**src/rtl/call_stack_pkg.sv**
```systemverilog
// Shared core defines (PC width, execute-state codes, stack depth) and the
// call-stack operation decode used by call_stack.
`ifndef PC_WIDTH
`define PC_WIDTH 9
`endif
`ifndef EX_STATE_BITS
`define EX_STATE_BITS 4
`endif
`ifndef STACK_DEPTH
`define STACK_DEPTH 2
`endif
`ifndef FE_Q1
`define FE_Q1       4'h0
`define FE_Q2       4'h1
`define FE_Q3       4'h2
`define FE_Q4       4'h3
`define EX_Q1       4'h4
`define EX_Q2       4'h5
`define EX_Q3       4'h6
`define EX_Q4_NOP   4'h7
`define EX_Q4_CALL  4'h8
`define EX_Q4_RETLW 4'h9
`define EX_Q4_GOTO  4'hA
`define EX_Q4_ALU   4'hB
`endif

package call_stack_pkg;

  typedef enum logic [1:0] {
    OP_NONE = 2'd0,
    OP_PUSH = 2'd1,
    OP_POP  = 2'd2
  } stack_op_e;

  // Only the two Q4 call/return codes touch the stack; every other code idles.
  function automatic stack_op_e decode_op(input logic [`EX_STATE_BITS-1:0] state);
    stack_op_e op;
    op = OP_NONE;
    if (state == `EX_Q4_CALL)       op = OP_PUSH;
    else if (state == `EX_Q4_RETLW) op = OP_POP;
    return op;
  endfunction

endpackage

```
**src/rtl/call_stack.sv**
```systemverilog
// PIC16C5x return-address stack: shift-register semantics, top entry on stackOut.
// Define CALL_STACK_FLAGS_EN to add sticky overflow/underflow flags and flagClr.
module call_stack
  import call_stack_pkg::*;
#(
  parameter int STACK_DEPTH = `STACK_DEPTH,
  parameter int PC_W        = `PC_WIDTH
) (
  input  logic                             clk,
  input  logic                             rst,
  input  logic [`EX_STATE_BITS-1:0]        executeState,
  input  logic [PC_W-1:0]                  pcIn,
  output logic [PC_W-1:0]                  stackOut,
  output logic [$clog2(STACK_DEPTH+1)-1:0] depth
`ifdef CALL_STACK_FLAGS_EN
  ,
  output logic                             overflow,
  output logic                             underflow,
  input  logic                             flagClr
`endif
);

  localparam int DW = $clog2(STACK_DEPTH + 1);
  localparam logic [DW-1:0] DEPTH_MAX = DW'(STACK_DEPTH);

  logic [PC_W-1:0] entry_q [STACK_DEPTH];
  logic [PC_W-1:0] entry_d [STACK_DEPTH];
  logic [DW-1:0]   depth_q, depth_d;
  stack_op_e       op;

  assign op = decode_op(executeState);

  always_comb begin
    entry_d = entry_q;
    depth_d = depth_q;
    case (op)
      OP_PUSH: begin
        // The deepest entry falls off the end; the counter saturates.
        for (int i = STACK_DEPTH - 1; i > 0; i--) entry_d[i] = entry_q[i-1];
        entry_d[0] = pcIn;
        if (depth_q != DEPTH_MAX) depth_d = depth_q + 1'b1;
      end
      OP_POP: begin
        // Bottom entry keeps its value, so repeated pops keep returning it.
        for (int i = 0; i < STACK_DEPTH - 1; i++) entry_d[i] = entry_q[i+1];
        if (depth_q != '0) depth_d = depth_q - 1'b1;
      end
      default: ;
    endcase
  end

  always_ff @(posedge clk or posedge rst) begin
    if (rst) begin
      entry_q <= '{default: '0};
      depth_q <= '0;
    end else begin
      entry_q <= entry_d;
      depth_q <= depth_d;
    end
  end

  assign stackOut = entry_q[0];
  assign depth    = depth_q;

`ifdef CALL_STACK_FLAGS_EN
  logic overflow_q, overflow_d;
  logic underflow_q, underflow_d;

  // A set event at the same edge as flagClr takes priority over the clear.
  always_comb begin
    overflow_d  = flagClr ? 1'b0 : overflow_q;
    underflow_d = flagClr ? 1'b0 : underflow_q;
    if (op == OP_PUSH && depth_q == DEPTH_MAX) overflow_d  = 1'b1;
    if (op == OP_POP  && depth_q == '0)        underflow_d = 1'b1;
  end

  always_ff @(posedge clk or posedge rst) begin
    if (rst) begin
      overflow_q  <= 1'b0;
      underflow_q <= 1'b0;
    end else begin
      overflow_q  <= overflow_d;
      underflow_q <= underflow_d;
    end
  end

  assign overflow  = overflow_q;
  assign underflow = underflow_q;
`endif

endmodule

```
**config.mk**
```make
export PLATFORM = sky130hd
export DESIGN_NAME = call_stack
export DESIGN_NICKNAME = d
export VERILOG_FILES = /design/src/rtl/call_stack_pkg.sv /design/src/rtl/call_stack.sv
export SDC_FILE = /design/constraint.sdc
export NUM_CORES = 1
export LEC_CHECK = 0
export ABC_CLOCK_PERIOD_IN_PS = 3200
export BUFFER_PORTS_ARGS = -buffer_cell sky130_fd_sc_hd__buf_4
export CAP_MARGIN = 10
export CORE_MARGIN = 4
export CORE_UTILIZATION = 53
export DETAILED_ROUTE_END_ITERATION = 16
export GPL_TIMING_DRIVEN = 0
export PLACE_DENSITY_LB_ADDON = 0.3
export SLEW_MARGIN = 10
export SYNTH_ARGS = -nofsm -noshare
export SYNTH_HDL_FRONTEND = slang
export SYNTH_SLANG_ARGS = --single-unit
```
**constraint.sdc**
```tcl
create_clock -name clk -period 3.2 [get_ports clk]
set_clock_uncertainty 0.1 [all_clocks]
set_input_delay 0 -clock clk [delete_from_list [all_inputs] [get_ports clk]]
set_output_delay 0 -clock clk [all_outputs]
set_load 0.02 [all_outputs]
```
# Word level (Yosys, flattened, before mapping)
# Cells that the tools add are included.
dict set report totals {
  regBits 20
  inputBits 15
  out_inout_bits 11
}
dict set report op_classes {
  n_addsub 2
  eq_ne 7
  n_mux 6
  reduce_logical 3
}
# op count
set op_table {}
lappend op_table {{one-hot mux 9 bit (2 select lines)} 1}
lappend op_table {{== test 4 bit, second input constant} 2}
lappend op_table {{2-to-1 mux 2 bit} 4}
lappend op_table {{!= test 2 bit, second input constant} 3}
lappend op_table {{one-hot mux 2 bit (2 select lines)} 1}
lappend op_table {{nonzero test 2 bit} 2}
lappend op_table {{AND reduction 3 bit} 1}
lappend op_table {{adder 2 x 1 -> 2 bit, second input constant} 1}
lappend op_table {{== test 2 x 1 -> 1 bit, second input constant} 1}
lappend op_table {{== test 2 bit, second input constant} 1}
lappend op_table {{subtractor 2 x 1 -> 2 bit, second input constant} 1}

# Logic depth before layout (Yosys ltp)
dict set report depth {
  ltp_word 6
  ltp_mapped 5
}

# Least setup slack after synthesis
# No wires, ideal clock.
dict set report synth_timing {
  path_type {input-to-reg}
  start {input port executeState[2]}
  end {register entry_q[3] (netlist bit)}
  arrival_time_ns 0.995
  required_ns 2.975
  path_slack_ns 1.980
  cell_stages 4
  n_path_buf 1
  cell_sequence {or3b_1 buf_2 nor2_8 mux2_2}
}
dict set report synth_via {
  elab_chain_cells 4
  elab_cells_between_ends 5
  classes_between {3 x eq/ne; 2 x mux}
}
# item line
set synth_rtl {}
lappend synth_rtl {{start, declared} call_stack.sv:11} ;# input logic [`EX_STATE_BITS-1:0] executeState,
lappend synth_rtl {{== test 4 bit (no line)} n/a}
lappend synth_rtl {{2-to-1 mux 2 bit} call_stack_pkg.sv:40} ;# else if (state == `EX_Q4_RETLW) op = OP_POP;
lappend synth_rtl {{2-to-1 mux 2 bit *} call_stack_pkg.sv:39} ;# if (state == `EX_Q4_CALL) op = OP_PUSH;
lappend synth_rtl {{== test 2 x 1 -> 1 bit *} call_stack.sv:36} ;# case (op)
lappend synth_rtl {{end signal, assigned} call_stack.sv:57} ;# entry_q <= entry_d;
lappend synth_rtl {{end, declared} call_stack.sv:26} ;# logic [PC_W-1:0] entry_q [STACK_DEPTH];
# Mark *: on every way between the ends. The rest lies on a longest branch, timed or not.
# A chain may end at the register's enable or synchronous reset.

# Worst setup path after layout
dict set report layout_timing {
  start {input port executeState[0]}
  end {register entry_q (netlist bit stackOut[3])}
}
dict set report layout_via {
  elab_chain_cells 5
  elab_cells_between_ends 8
  classes_between {4 x eq/ne; 3 x mux; 1 x reduce/logical}
}
# item line
set layout_rtl {}
lappend layout_rtl {{== test 4 bit (no line)} n/a}
lappend layout_rtl {{2-to-1 mux 2 bit} call_stack_pkg.sv:40}
lappend layout_rtl {{2-to-1 mux 2 bit *} call_stack_pkg.sv:39}
lappend layout_rtl {{== test 2 bit / == test 2 x 1 -> 1 bit (equally long branches)} call_stack.sv:36}
lappend layout_rtl {{one-hot mux 9 bit (2 select lines) / nonzero test 2 bit (equally long branches)} n/a}
# Marked as above.

==> impl_metrics.csv <==
group,metric,value,unit
sta,setup_viol_count_final,0,
synth,synth_edf_count,0,
finish,final_area,1270,µm²
clock_tree,cts_setup_buffers,0,
global_routing,grt.total_usage,0.192,
critical_path,crit_buf_inv,3,
routing,met3_length,91,µm
place,dpl_cell_area,1130,µm²
critical_path,crit_end,"stackOut[3]$_DFFE_PP0P_",
sta,finalCritPeriodShare,0.435,
finish,fin_nets,140,
power_and_ir_drop,power.switching,0.000228,W
critical_path,critPathCaptureType,"flop",
power_and_ir_drop,combPwrFrac,0.330,
global_routing,grt_max_degree,21,
clock_tree,post_cts_resize_count,0,
synth,netlist_instances,85,
routing,dr.pass1.iters,4,
place,port-buffer-count,24,
finish,drive_gt1_frac,0.390,
critical_path,reg2reg_depth,3,
clock_tree,ctsHtreeMaxLevel,1,
sta,fin_setup_tns,0,ns
routing,first_iter_violations,9,
place,place_hpwl,1370,µm
critical_path,crit_chain,"dlygate4sd3_1 > clkbuf_2 > nand2b_1 > buf_1 > o22ai_1 > o21ai_0",
power_and_ir_drop,irDropWorstVdd,0.000447,V
finish,seqCellArea,500,µm²
run,maxCapViolations,0,
place,globalplace.congestion,0.723,
critical_path,cp-startpoint,"executeState[0]",
critical_path,regToRegSetupSlack,2.07,ns
floorplanning,core,1580,µm²
clock_tree,cts_buffers,3,
critical_path,crit_type,"input port to flop",
critical_path,critical_path_cell_count,6,
power_and_ir_drop,pwr_density_cell,567,nW/µm²
clock_tree,ctsLongestPathBuffers,2,
critical_path,cp-start-kind,"input port",
clock_tree,cts_tree,"yes",
sta,holdWs,0.0630,ns
power_and_ir_drop,p_leak,0.632,nW
global_routing,grt_pass1_wl,3620,µm
synth,yosysWarnings,0,
worst_hold_path,min_path_cells,4,
global_routing,grt_pass1_vias,811,
critical_path,cp.required,3.33,ns
clock_tree,clkLatencyLatePin,0.30,ns
critical_path,cpPeakStageDelay,0.53,ns
floorplanning,die-area,2500,µm²
floorplanning,die_w,50.0,µm
routing,totalWireLength,2060,µm
clock_tree,path_clk_slew,0.11,ns
routing,met1_length,863,µm
finish,syn_to_final_growth,35.6,%
sta,worst_pin_slew,0.748,ns
routing,vias_per_cell,5.44,
worst_hold_path,hold_start,"executeState[2]",
synth,seq_area_frac_synth,0.535,
synth,ys_async_sr_fraction,1.00,
power_and_ir_drop,switching_share,0.317,
critical_path,path_max_fanout,9,
synth,ys_types,22,
finish,antenna_cells,0,
sta,hold_viol_final,0,
floorplanning,io-pin-count,26,
finish,multi_input_area,332,µm²
sta,maxSlewHeadroom,0.500,
floorplanning,start_util,0.593,
critical_path,cp.arrival,1.52,ns
worst_hold_path,min_path_type,"input port to flop",
routing,detail-route-antenna-nets,0,
synth,synth_ff_type,"dfrtp_1",
power_and_ir_drop,clkPwrFrac,0.164,
routing,num_vias,756,
outcome,status,"completed",
floorplanning,rows,14,
routing,maxUsedRoutingLayer,"met4",
power_and_ir_drop,seqPwrFrac,0.506,
synth,synth_area_per_cell,11.0,µm²
sta,min_period,1.39,ns
sta,fmax,0.719,GHz
critical_path,rr_startpoint,"depth[0]$_DFFE_PP0P_",
sta,rsz0062_at_grt,"false",
floorplanning,die_h,50.0,µm
power_and_ir_drop,p_int,0.000491,W
finish,fill_cells,110,
synth,ys_ff_latch,20,
global_routing,gr-total-overflow,0,
routing,drc,0,
critical_path,cpMaxStageDelayCell,"dlygate4sd3_1",
routing,wl_met2,1070,µm
routing,routedWlPerCell,14.8,µm
critical_path,r2r-end,"depth[1]$_DFFE_PP0P_",
sta,report.final.slew_viol_count,0,
critical_path,cp_top_family,"buffers and inverters",
clock_tree,cts_root_buf,"clkbuf_4",
global_routing,grt_antenna_before_repair,0,
clock_tree,clock-sinks,20,
synth,synth_area,935,µm²
synth,syn_nets,100,
## layer usage
| layer | track usage | up-vias |
|---|---|---|
| met5 | 0 | - |
| met4 | 0.0691 | 0 |
| met3 | 0.0301 | 2 |
| met2 | 0.359 | 19 |
| met1 | 0.216 | 367 |
| li1 | - | 368 |
## synthesized netlist by cell type (all sizes together) (2+ instances only)
cell type / n / share of area
dfrtp: 20 / 0.54
buf: 12 / 0.087
nand2: 11 / 0.044
o21ai: 10 / 0.054
mux2: 9 / 0.11
o22ai: 9 / 0.060
clkbuf: 3 / 0.015
inv: 2 / 0.0080
nor2: 2 / 0.025
## worst min-delay path by stage
stage | end | slack [ns]
final | depth[1]$_DFFE_PP0P_ | 0.06
after global routing | depth[1]$_DFFE_PP0P_ | 0.08
after CTS | depth[1]$_DFFE_PP0P_ | 0.06
after detailed placement | stackOut[5]$_DFFE_PP0P_ | 0.07
after global placement | depth[0]$_DFFE_PP0P_ | 0.07
after floorplan | depth[0]$_DFFE_PP0P_ | -0.14
## cell type report
type	instances	share of cell area
Buffer	15	0.0750
Clock buffer	3	0.0178
Inverter	2	0.00592
Multi-Input combinational cell	48	0.262
Sequential cell	20	0.395
Tap cell	16	0.0158
Timing Repair Buffer	35	0.229
## state kept, by name (all words and copies together), names as in the netlist
signal,flops
depth,2
entry_q,9
stackOut,9
## kinds of logic (layout without fill, tap and decap cells)
family | Yosys count | count (layout) | synth area share
compound gates | 21 | 21 | 0.131
flops | 20 | 20 | 0.535
simple gates | 17 | 17 | 0.106
buf+inv | 17 | 55 | 0.110
mux | 9 | 9 | 0.108
xor+xnor | 1 | 1 | 0.00937
## per-stage QoR
step / power [W] / utilization / std cells / setup WS, ns
global placement: 0.000582 / 0.720 / 125 / 1.80
floorplan: 0.000508 / - / 85 / 1.98
detailed placement: 0.000595 / 0.720 / 125 / 1.78
CTS: 0.000723 / 0.804 / 139 / 1.80
global route: 0.000767 / 0.804 / 139 / 1.68
finish: 0.000719 / 0.804 / 139 / 1.81
## timing repair
action                                 CTS  global route
endpoints found under the hold margin   30             0
setup endpoints to repair                0             0
hold buffers                            11             0
## layout by cell type (no fill, tap or decap), drive strengths merged
cell         instances
and2                 1
and4bb               1
buf                 36
clkbuf               6
dfrtp               20
dlygate4sd3         11
inv                  2
mux2                 9
nand2               11
nand2b               1
nor2                 2
o21ai               10
o22ai                9
o31ai                1
o41ai                1
or3b                 1
xnor2                1
## worst min-delay path: stages
cell	delay (ns)
buf_4	0.08
or3b_1	0.08
buf_2	0.18
o41ai_1	0.08
## power by group through the flow
stage / Clock, W / Sequential [W] / Combinational [W]
4_1_cts: 0.000122 / 0.000362 / 0.000239
3_3_place_gp: 0 / 0.000360 / 0.000222
5_1_grt: 0.000134 / 0.000373 / 0.000260
3_5_place_dp: 0 / 0.000366 / 0.000229
6_report: 0.000118 / 0.000364 / 0.000237
2_1_floorplan: 0 / 0.000368 / 0.000139
No activity file was read; power rests on OpenSTA's default activity.
